--- src/rtl/tile_load_sequencer_pkg.sv ---
// Shared definitions for the tile load sequencer: FSM states, stream
// byte counts and the byte counter width.
package tile_load_sequencer_pkg;

  typedef enum logic [2:0] {
    IDLE      = 3'd0,
    LOAD_K    = 3'd1,
    LOAD_A    = 3'd2,
    RUN       = 3'd3,
    WAIT_DONE = 3'd4
  } state_t;

  localparam int KERNEL_BYTES = 9;
  localparam int TILE_BYTES   = 16;
  localparam int CNT_W        = 5;

  // Counter values at which the last byte of each section is accepted.
  localparam logic [CNT_W-1:0] KERNEL_LAST = CNT_W'(KERNEL_BYTES - 1);
  localparam logic [CNT_W-1:0] TILE_LAST   = CNT_W'(TILE_BYTES - 1);

endpackage

--- src/rtl/tile_load_sequencer_byte_bank.sv ---
// loader_byte_bank: write-indexed register bank. Entry idx takes din when
// we is high; every entry is visible on the flat output, entry 0 in the
// least significant slice. Entries hold until overwritten or reset.
module loader_byte_bank
  import tile_load_sequencer_pkg::*;
#(
  parameter int DEPTH = 9,
  parameter int WIDTH = 8
) (
  input  logic                   clk,
  input  logic                   rst,
  input  logic                   we,
  input  logic [CNT_W-1:0]       idx,
  input  logic [WIDTH-1:0]       din,
  output logic [DEPTH*WIDTH-1:0] dout
);

  logic [WIDTH-1:0] mem_q [DEPTH];
  logic [WIDTH-1:0] mem_d [DEPTH];

  // Select the addressed entry for update and flatten the bank for output.
  always_comb begin
    for (int i = 0; i < DEPTH; i++) begin
      mem_d[i] = mem_q[i];
      if (we && (idx == CNT_W'(i))) begin
        mem_d[i] = din;
      end
      dout[i*WIDTH +: WIDTH] = mem_q[i];
    end
  end

  // Bank storage, cleared only by reset.
  always_ff @(posedge clk or negedge rst) begin
    if (!rst) begin
      for (int i = 0; i < DEPTH; i++) begin
        mem_q[i] <= '0;
      end
    end else begin
      for (int i = 0; i < DEPTH; i++) begin
        mem_q[i] <= mem_d[i];
      end
    end
  end

endmodule

--- src/rtl/tile_load_sequencer.sv ---
// tile_load_sequencer: loads a 3x3 kernel and a 4x4 tile from a byte
// stream, runs the array until it reports done, then captures the 2x2
// result with a one-cycle valid pulse.
// Optional feature macro: TILE_LOADER_KERNEL_REUSE_EN (skip the kernel
// load when a kernel is already resident and load_kernel is low).
module tile_load_sequencer
  import tile_load_sequencer_pkg::*;
#(
  parameter int DATA_W = 8
) (
  input  logic              clk,
  input  logic              rst,
  input  logic              start,
  input  logic              load_kernel,
  input  logic              in_valid,
  output logic              in_ready,
  input  logic [DATA_W-1:0] in_data,
  output logic              busy,
  output logic [DATA_W-1:0] a11, a12, a13, a14,
  output logic [DATA_W-1:0] a21, a22, a23, a24,
  output logic [DATA_W-1:0] a31, a32, a33, a34,
  output logic [DATA_W-1:0] a41, a42, a43, a44,
  output logic [DATA_W-1:0] b11, b12, b13,
  output logic [DATA_W-1:0] b21, b22, b23,
  output logic [DATA_W-1:0] b31, b32, b33,
  output logic              active_single,
  input  logic              done_single,
  input  logic [DATA_W-1:0] c11, c12, c21, c22,
  output logic [DATA_W-1:0] r11, r12, r21, r22,
  output logic              res_valid
);

  state_t            state_q, state_d;
  logic [CNT_W-1:0]  cnt_q, cnt_d;
  logic              in_ready_q, in_ready_d;
  logic              busy_q, busy_d;
  logic              active_q, active_d;
  logic              res_valid_q, res_valid_d;
  logic [DATA_W-1:0] r11_q, r12_q, r21_q, r22_q;
  logic [DATA_W-1:0] r11_d, r12_d, r21_d, r22_d;
  logic              hs;
  logic              need_kernel;
  logic              kernel_we, tile_we;
  logic [KERNEL_BYTES*DATA_W-1:0] b_flat;
  logic [TILE_BYTES*DATA_W-1:0]   a_flat;

  assign hs = in_valid && in_ready_q;

`ifdef TILE_LOADER_KERNEL_REUSE_EN
  logic kernel_loaded_q, kernel_loaded_d;

  // A kernel is forced whenever none is resident yet.
  assign need_kernel     = load_kernel || !kernel_loaded_q;
  assign kernel_loaded_d = kernel_loaded_q ||
                           ((state_q == LOAD_K) && hs && (cnt_q == KERNEL_LAST));

  // Residency flag for the kernel bank.
  always_ff @(posedge clk or negedge rst) begin
    if (!rst) begin
      kernel_loaded_q <= 1'b0;
    end else begin
      kernel_loaded_q <= kernel_loaded_d;
    end
  end
`else
  logic unused_load_kernel;

  assign need_kernel        = 1'b1;
  assign unused_load_kernel = load_kernel;
`endif

  // Next-state, byte counter and bank write enables.
  always_comb begin
    state_d   = state_q;
    cnt_d     = cnt_q;
    kernel_we = 1'b0;
    tile_we   = 1'b0;
    case (state_q)
      IDLE: begin
        if (start) begin
          cnt_d   = '0;
          state_d = need_kernel ? LOAD_K : LOAD_A;
        end
      end
      LOAD_K: begin
        if (hs) begin
          kernel_we = 1'b1;
          if (cnt_q == KERNEL_LAST) begin
            cnt_d   = '0;
            state_d = LOAD_A;
          end else begin
            cnt_d = cnt_q + CNT_W'(1);
          end
        end
      end
      LOAD_A: begin
        if (hs) begin
          tile_we = 1'b1;
          if (cnt_q == TILE_LAST) begin
            cnt_d   = '0;
            state_d = RUN;
          end else begin
            cnt_d = cnt_q + CNT_W'(1);
          end
        end
      end
      RUN:       state_d = WAIT_DONE;
      WAIT_DONE: if (done_single) state_d = IDLE;
      default:   state_d = IDLE;
    endcase
  end

  // Registered outputs decoded from the upcoming state, plus result capture.
  always_comb begin
    in_ready_d  = (state_d == LOAD_K) || (state_d == LOAD_A);
    busy_d      = (state_d != IDLE);
    active_d    = (state_d == RUN) || (state_d == WAIT_DONE);
    res_valid_d = 1'b0;
    r11_d       = r11_q;
    r12_d       = r12_q;
    r21_d       = r21_q;
    r22_d       = r22_q;
    if ((state_q == WAIT_DONE) && done_single) begin
      res_valid_d = 1'b1;
      r11_d       = c11;
      r12_d       = c12;
      r21_d       = c21;
      r22_d       = c22;
    end
  end

  // State, counter and output registers.
  always_ff @(posedge clk or negedge rst) begin
    if (!rst) begin
      state_q     <= IDLE;
      cnt_q       <= '0;
      in_ready_q  <= 1'b0;
      busy_q      <= 1'b0;
      active_q    <= 1'b0;
      res_valid_q <= 1'b0;
      r11_q       <= '0;
      r12_q       <= '0;
      r21_q       <= '0;
      r22_q       <= '0;
    end else begin
      state_q     <= state_d;
      cnt_q       <= cnt_d;
      in_ready_q  <= in_ready_d;
      busy_q      <= busy_d;
      active_q    <= active_d;
      res_valid_q <= res_valid_d;
      r11_q       <= r11_d;
      r12_q       <= r12_d;
      r21_q       <= r21_d;
      r22_q       <= r22_d;
    end
  end

  loader_byte_bank #(.DEPTH(KERNEL_BYTES), .WIDTH(DATA_W)) u_kernel_bank (
    .clk  (clk),
    .rst  (rst),
    .we   (kernel_we),
    .idx  (cnt_q),
    .din  (in_data),
    .dout (b_flat)
  );

  loader_byte_bank #(.DEPTH(TILE_BYTES), .WIDTH(DATA_W)) u_tile_bank (
    .clk  (clk),
    .rst  (rst),
    .we   (tile_we),
    .idx  (cnt_q),
    .din  (in_data),
    .dout (a_flat)
  );

  assign in_ready      = in_ready_q;
  assign busy          = busy_q;
  assign active_single = active_q;
  assign res_valid     = res_valid_q;
  assign r11 = r11_q;
  assign r12 = r12_q;
  assign r21 = r21_q;
  assign r22 = r22_q;

  assign b11 = b_flat[0*DATA_W +: DATA_W];
  assign b12 = b_flat[1*DATA_W +: DATA_W];
  assign b13 = b_flat[2*DATA_W +: DATA_W];
  assign b21 = b_flat[3*DATA_W +: DATA_W];
  assign b22 = b_flat[4*DATA_W +: DATA_W];
  assign b23 = b_flat[5*DATA_W +: DATA_W];
  assign b31 = b_flat[6*DATA_W +: DATA_W];
  assign b32 = b_flat[7*DATA_W +: DATA_W];
  assign b33 = b_flat[8*DATA_W +: DATA_W];

  assign a11 = a_flat[0*DATA_W +: DATA_W];
  assign a12 = a_flat[1*DATA_W +: DATA_W];
  assign a13 = a_flat[2*DATA_W +: DATA_W];
  assign a14 = a_flat[3*DATA_W +: DATA_W];
  assign a21 = a_flat[4*DATA_W +: DATA_W];
  assign a22 = a_flat[5*DATA_W +: DATA_W];
  assign a23 = a_flat[6*DATA_W +: DATA_W];
  assign a24 = a_flat[7*DATA_W +: DATA_W];
  assign a31 = a_flat[8*DATA_W +: DATA_W];
  assign a32 = a_flat[9*DATA_W +: DATA_W];
  assign a33 = a_flat[10*DATA_W +: DATA_W];
  assign a34 = a_flat[11*DATA_W +: DATA_W];
  assign a41 = a_flat[12*DATA_W +: DATA_W];
  assign a42 = a_flat[13*DATA_W +: DATA_W];
  assign a43 = a_flat[14*DATA_W +: DATA_W];
  assign a44 = a_flat[15*DATA_W +: DATA_W];

endmodule

--- config.mk ---
export PLATFORM = sky130hd
export DESIGN_NAME = tile_load_sequencer
export DESIGN_NICKNAME = d
export VERILOG_FILES = /design/src/rtl/tile_load_sequencer_pkg.sv /design/src/rtl/tile_load_sequencer_byte_bank.sv /design/src/rtl/tile_load_sequencer.sv
export SDC_FILE = /design/constraint.sdc
export NUM_CORES = 1
export LEC_CHECK = 0
export ABC_AREA = 1
export BUFFER_PORTS_ARGS = -buffer_cell sky130_fd_sc_hd__buf_2
export CORE_UTILIZATION = 42
export DETAILED_ROUTE_END_ITERATION = 8
export PLACE_DENSITY = 0.68
export REMOVE_ABC_BUFFERS = 1
export SKIP_LAST_GASP = 1
export SYNTH_ARGS = -nofsm -noshare
export SYNTH_HDL_FRONTEND = slang
export SYNTH_SLANG_ARGS = --single-unit
--- constraint.sdc ---
create_clock -name clk -period 2.7 [get_ports clk]
set_clock_uncertainty 0.15 [all_clocks]
set_input_delay 0.54 -clock clk [delete_from_list [all_inputs] [get_ports clk]]
set_output_delay 0.54 -clock clk [all_outputs]
set_load 0.005 [all_outputs]
==> results.py, run 1 <==
metrics = {
    "status": {
        "status": "finished clean",
    },
    "routing": {
        "viasPerCell": 4.87,
        "wire_per_inst_um": 16.2,
        "drcViolationCount": 0,
        "finalWirelength_mm": 24.3,
        "drtIter0Drc": 270,
        "ant_nets": 0,
        "via_count": 7290,
        "dr.pass1.iters": 5,
    },
    "synthesis": {
        "synth.top_cells.by_area": "dfrtp_1 (66%), nand2_1 (14%), o21ai_0 (11%), buf_6 (2.1%), inv_1 (1.1%)",
        "synth_edf_count": 0,
        "synth-seq-cells": 244,
        "synthDominantCellAreaShare_pct": 66.3,
        "ys_async_sr_fraction_pct": 100,
        "synthTopCellsByCount": "nand2_1 (350), dfrtp_1 (244), o21ai_0 (198)",
        "synth.most_common_cell": "nand2_1",
        "ys.flop_type": "dfrtp_1",
        "yosysWarnings": 0,
        "ys_types": 23,
        "yosysSeqAreaShare_pct": 66.3,
        "yosysTopAreaCell": "dfrtp_1",
        "synth.avg_cell_area_sq_um": 9.93,
        "netlist_instances": 927,
        "synthesis.area_sq_um": 9210,
    },
    "setup_path": {
        "crit_chain": "ha_1, inv_1, nor2_1, ha_1, inv_1, nor2_1, inv_1, nand2_1, o21ai_0",
        "reg2regPathDepth": 9,
        "cp.arrival_ns": 2.44,
        "r2r-start": "cnt_q[0]",
        "crit_top_cell": "inv_1",
        "r2r_slack_ns": 0.50,
        "path_class": "reg -> reg",
        "crit_path_end_kind": "flop",
        "reg2reg_to": "u_tile_bank.dout[123]",
        "path_max_fanout": 17,
        "cp-start-kind": "flop",
        "cp.required_ns": 2.94,
        "worst_path_max_delay_cell": "dfrtp_1",
        "slowest_delay_ns": 0.45,
    },
    "sta": {
        "max_slew.worst_pin.slew_ns": 0.532,
        "fin_setup_tns_ns": 0,
        "relSlewSlack_pct": 64.4,
        "min_period_ns": 2.20,
        "rsz0062_at_grt": "false",
        "fin_crit_sh_pct": 81.4,
        "setup_viol": 0,
        "max_freq_ghz": 0.455,
        "slew_viol_final": 0,
        "hold_viol_final": 0,
        "worst_slack_ns": 0.502,
        "worst_hold_slack_ns": 0.0520,
    },
    "clocking": {
        "path_clk_slew_ns": 0.06,
        "clockBufferDepth": 3,
        "cts-root-buf": "clkbuf_16",
        "clk_latency_ns": 0.53,
        "cts_buffers": 26,
        "cts_htree_levels": 1,
        "cts_tree": "built",
        "clock_sinks": 244,
    },
    "grt": {
        "grt_pass1_wl_mm": 37.5,
        "grt_use_met2_pct": 35.7,
        "top_usage_layer": "met2",
        "grt_usage_pct": 21.6,
        "grt_pass1_vias": 6834,
        "grt_max_degree": 69,
        "grt_overflow_total": 0,
        "antenna_found_initial": 1,
        "use_met1_pct": 28.9,
        "use_met3_pct": 4.85,
    },
    "cells_and_area": {
        "drive_above_1_share_pct": 27.8,
        "syn_to_final_growth_pct": 26.5,
        "instances_no_fill": 1497,
        "fin_area_sq_um": 11700,
        "final_util_pct": 54.7,
        "nets": 1253,
    },
    "place": {
        "placed_area_sq_um": 10800,
        "io_buffer_count": 280,
        "dp_hpwl_mm": 16.1,
        "gp_congestion": 0.810,
        "dp_worst_setup_slack_ns": 0.536,
        "placed_cells": 1447,
    },
    "die": {
        "rows": 53,
        "ios": 282,
        "initial_core_util_pct": 43.3,
        "chipWidth_um": 150,
        "core_region_area_sq_um": 21300,
        "die_y_um": 150,
        "die-area_sq_um": 22500,
    },
    "worst_hold_path": {
        "min_to": "r12[4]",
        "min_from": "c12[4]",
        "hold_class": "in -> reg",
        "holdPathStages": 3,
    },
    "flow_run": {
        "drv_cap": 0,
    },
    "pwr": {
        "pwr_density_cell_nw_per_um2": 867,
        "vdd_drop_max_v": 0.000388,
        "leakagePower_nw": 6.43,
        "power_mw": 10.1,
    },
}
[power by group]
group	leakage [nW]	total (mW)	switching [mW]	internal, mW
combinational	2.70	1.92	1.13	0.789
sequential	3.30	4.62	0.360	4.26
clock	0.424	3.56	1.43	2.13
[how the worst max path moves through the flow]
stage	end	from	slack, ns	cells past startpoint
2_1_floorplan	r11[0]	state_q[0]	0.35	5
3_3_place_gp	u_tile_bank.dout[123]	cnt_q[1]	0.57	9
3_5_place_dp	u_tile_bank.dout[123]	cnt_q[0]	0.54	9
4_1_cts	u_tile_bank.dout[123]	cnt_q[0]	0.49	9
5_1_grt	u_tile_bank.dout[123]	cnt_q[0]	0.21	9
6_report	u_tile_bank.dout[123]	cnt_q[0]	0.50	9
[worst max-delay path, delay by kind of cell, from the launching register on]
family                     cells  cell delay, ns
and+or+nand+nor                3            0.49
AOI/OAI and AO/OA              1            0.08
DFF                            1            0.45
buffers and inverters          3            0.39
adders and majority gates      2            0.51
[sequential cells by signal, summed over array words and instances, names as in the netlist]
signal and count:
u_kernel_bank.dout 72, cnt_q 5, in_ready 1, r21 8, u_tile_bank.dout 128, r22 8, state_q 3, res_valid 1
active_single 1, r11 8, r12 8, busy 1
[cells in the final DEF, fill, tap and decap left out, drive strengths merged]
cell	synthesis	routed
a21oi	2	2
buf	29	294
bufinv	0	3
clkbuf	20	35
clkinv	0	9
clkinvlp	0	1
dfrtp	244	244
diode	0	1
dlygate4sd3	0	1
ha	6	6
inv	29	29
nand2	350	350
nand3	10	10
nand3b	1	1
nand4	6	6
nor2	23	23
o21ai	204	204
o21bai	1	1
o22ai	1	1
xor2	1	1
[routing by layer]
metal	vias up	routed length (um)
li1	3540	-
met1	3452	10800
met2	267	11300
met3	31	1840
met4	0	376
met5	-	0
[cell type report]
type / count / area, sq um
well taps: 275 / 344
diodes: 1 / 2.50
fillers: 1920 / 9630
clock buffers: 35 / 704
clock inverters: 13 / 158
repair buffers: 295 / 1560
inverters: 29 / 109
flip-flops and latches: 244 / 6110
multi-input cells: 605 / 2670
[cells by family (layout without fill, tap and decap cells)]
group	count (synthesis)	in the layout	synth area share [%]
adder cells (fa/ha/maj)	6	6	0.815
flip-flops	244	244	66.3
buffers and inverters	78	372	4.76
AO/OA/AOI/OAI	208	208	11.3
other	0	1	0
AND/OR/NAND/NOR	390	390	16.7
XOR/XNOR	1	1	0.0951
[timing repair]
| item | 4_1_cts | 5_1_grt |
|---|---|---|
| hold endpoints to repair | 52 | 0 |
| buffers inserted | 0 | 0 |
| hold buffers | 1 | 0 |
| setup endpoints to repair | 0 | 0 |
| resized for setup | 0 | 0 |
Power figures use the tool's default switching activity.
==> run 2: changes to the inputs <==
--- a/config.mk
+++ b/config.mk
@@ -5,7 +5,7 @@
 export SDC_FILE = /design/constraint.sdc
 export NUM_CORES = 1
 export LEC_CHECK = 0
-export ABC_AREA = 1
+export ABC_AREA = 0
 export BUFFER_PORTS_ARGS = -buffer_cell sky130_fd_sc_hd__buf_2
 export CORE_UTILIZATION = 42
 export DETAILED_ROUTE_END_ITERATION = 8
==> constraint.sdc (replaced) <==
create_clock -name clk -period 2.3 [get_ports clk]
set_clock_uncertainty 0.15 [all_clocks]
set_input_delay 0.46 -clock clk [delete_from_list [all_inputs] [get_ports clk]]
set_output_delay 0.46 -clock clk [all_outputs]
set_load 0.005 [all_outputs]
==> results.py, run 2 <==
metrics = {
    "status": {
        "failed_checks": "DRC",
        "status": "finished with violations",
    },
    "sta": {
        "fin_crit_sh_pct": 94.7,
        "fin_setup_tns_ns": 0,
        "hold_viol_final": 0,
        "setup_viol": 0,
        "slew_viol_final": 0,
        "max_slew.worst_pin.slew_ns": 0.663,
        "relSlewSlack_pct": 55.8,
        "max_freq_ghz": 0.459,
        "rsz0062_at_grt": "true",
        "min_period_ns": 2.18,
    },
    "grt": {
        "grt_usage_pct": 20.8,
        "grt_max_degree": 73,
        "grt_pass1_wl_mm": 38.1,
        "grt_pass1_vias": 6455,
        "antenna_found_initial": 1,
        "grt_overflow_total": 0,
    },
    "setup_path": {
        "crit_path_end_kind": "flop",
        "cp-start-kind": "flop",
        "path_max_fanout": 8,
        "worst_path_max_delay_cell": "or3_1",
        "slowest_delay_ns": 0.50,
        "cp.arrival_ns": 2.43,
        "cp.buffers_inverters": 1,
        "cp_top_family": "simple AND/OR/NAND/NOR gates",
        "cp.required_ns": 2.55,
        "r2r-start": "cnt_q[0]",
        "path_class": "reg -> reg",
        "crit_chain": "inv_1, ha_1, nor2b_1, nand3_1, or3_1, mux2_2",
        "startpoint": "cnt_q[0]",
        "r2r_slack_ns": 0.12,
    },
    "synthesis": {
        "synth_top_family_by_area": "multiplexers",
        "synth.most_common_cell": "dfrtp_1",
        "synth_compound_area_share_pct": 1.00,
        "synth_edf_count": 0,
        "synthMuxAreaShare_pct": 27.6,
        "yosysSeqAreaShare_pct": 64.3,
        "synthesis.area_sq_um": 9490,
        "yosysWarnings": 0,
        "ys_async_sr_fraction_pct": 100,
        "synth.avg_cell_area_sq_um": 15.9,
        "synthSimpleGateAreaFrac_pct": 4.53,
        "synth_xor_area_share_pct": 0.0923,
        "ys_types": 36,
        "synthDominantCellAreaShare_pct": 64.3,
        "synth_fa_ha_area_share_pct": 0.791,
        "yosysTopAreaCell": "dfrtp_1",
        "ys.flop_type": "dfrtp_1",
        "synth-seq-cells": 244,
        "netlist_instances": 598,
        "synthTopCellsByCount": "dfrtp_1 (244), mux2_2 (233), nor2_1 (14)",
        "synth.top_cells.by_area": "dfrtp_1 (64%), mux2_2 (28%), ha_1 (0.79%), nor3b_4 (0.59%), buf_2 (0.58%)",
    },
    "routing": {
        "top_layer_used": "met4",
        "wl_met3_mm": 1.30,
        "drtIter0Drc": 266,
        "met1Wirelength_mm": 10.2,
        "ant_nets": 0,
        "via_count": 6125,
        "viasPerCell": 5.01,
        "dr_wl_met2_mm": 11.2,
        "drcViolationCount": 15,
        "finalWirelength_mm": 23.2,
        "wire_per_inst_um": 19.0,
        "dr.pass1.iters": 7,
    },
    "die": {
        "initial_core_util_pct": 43.2,
        "die_y_um": 152,
        "ios": 282,
        "chipWidth_um": 152,
        "die-area_sq_um": 23200,
        "core_region_area_sq_um": 22000,
        "rows": 54,
    },
    "pwr": {
        "pwr_density_cell_nw_per_um2": 917,
        "power_mw": 11.4,
        "vdd_drop_max_v": 0.000816,
        "leakagePower_nw": 6.94,
    },
    "cells_and_area": {
        "seq_area_sq_um": 6110,
        "largest_reg_flops": 128,
        "nets": 974,
        "fillers": 1824,
        "multi_input_area_sq_um": 3240,
        "drive_above_1_share_pct": 63.7,
        "syn_to_final_growth_pct": 31.5,
        "layout.cells.most_common": "buf_2",
        "final_cell_mix": "buf_2 (279), dfrtp_1 (244), mux2_2 (233)",
    },
    "clocking": {
        "path_clk_slew_ns": 0.06,
        "cts-root-buf": "clkbuf_16",
        "post_cts_buffers": 0,
        "cts_tree": "built",
        "cts_buffers": 27,
        "cts_htree_levels": 1,
        "clock_sinks": 244,
        "clockBufferDepth": 3,
        "clk_latency_ns": 0.52,
    },
    "worst_hold_path": {
        "min_from": "c22[2]",
        "hold_class": "in -> reg",
    },
    "place": {
        "dp_hpwl_mm": 15.5,
        "io_buffer_count": 280,
        "gp_congestion": 0.756,
    },
    "flow_run": {
        "drv_cap": 0,
    },
}
run 2: changes by cell type after synthesis, moves of 5 or more:
cell      before  now
nand2b_1       0    5
clkbuf_1      20   13
buf_1          0    8
inv_1         28    5
nor2_1        20   14
o21ai_0      198    3
buf_6         17    0
nand3_1       10    4
nor2b_1        0    5
o21ai_1        6    0
nand2_1      350   11
mux2_2         0  233
run 2: what timing repair did:
item / in CTS / in global routing
gates resized for setup: 0 / 2
hold endpoints to repair: 59 / 0
hold buffers: 14 / 0
setup endpoints to repair: 0 / 15
run 2: worst paths after layout:
kind	to	cells past startpoint
worst max-delay path	u_tile_bank.dout[19]	6
worst min-delay path	r22[2]	2
worst max register to register	u_tile_bank.dout[19]	6
worst min register to register	u_kernel_bank.dout[4]	1
max in group asynchronous	u_kernel_bank.dout[55]	3
min in group asynchronous	r22[5]	2
run 2: worst reg2reg max path: cells and delay by family, from the launching register on:
kind	cells	cell delay [ns]
DFF	1	0.41
buffers and inverters	1	0.13
and+or+nand+nor	3	0.85
muxes	1	0.34
adders and majority gates	1	0.19
run 2: report_power, final:
part / leakage (nW) / switching [mW] / internal, mW
logic: 3.20 / 1.03 / 1.10
registers: 3.31 / 0.312 / 4.89
clock network: 0.431 / 1.67 / 2.44
total: 6.94 / 3.01 / 8.43
run 2: cells by family after synthesis:
logic type | count (synthesis)
xor+xnor | 1
compound gates | 13
mux | 233
fa+ha+maj | 6
flops | 244
simple gates | 64
buf+inv | 37
run 2: final cells by class:
class | count | share of cell area, %
Antenna cell | 1 | 0.0201
Clock buffer | 38 | 6.15
Clock inverter | 11 | 0.732
Inverter | 5 | 0.150
Multi-Input combinational cell | 317 | 26.0
Sequential cell | 244 | 48.9
Tap cell | 280 | 2.81
Timing Repair Buffer | 327 | 15.2
run 2: metrics by stage:
stage | cells | hold WS (ns) | worst slack [ns] | cell area [sq um] | utilization, %
floorplan | 566 | 0.0144 | 0.148 | 9360 | -
detailed placement | 1159 | 0.250 | 0.0129 | 11500 | 52.2
CTS | 1222 | 0.000204 | 0.0765 | 12500 | 56.8
finish | 1223 | 0.0225 | 0.121 | 12500 | 56.8
global route | 1223 | 0.00491 | -0.0193 | 12500 | 56.8
global placement | 1159 | 0.246 | 0.0756 | 11500 | 52.2
run 2: layer usage:
| layer | track usage [%] | vias to the layer above |
|---|---|---|
| met5 | 0 | - |
| met4 | 6.17 | 0 |
| met3 | 4.44 | 42 |
| met2 | 34.1 | 191 |
| met1 | 27.7 | 3123 |
| li1 | - | 2769 |
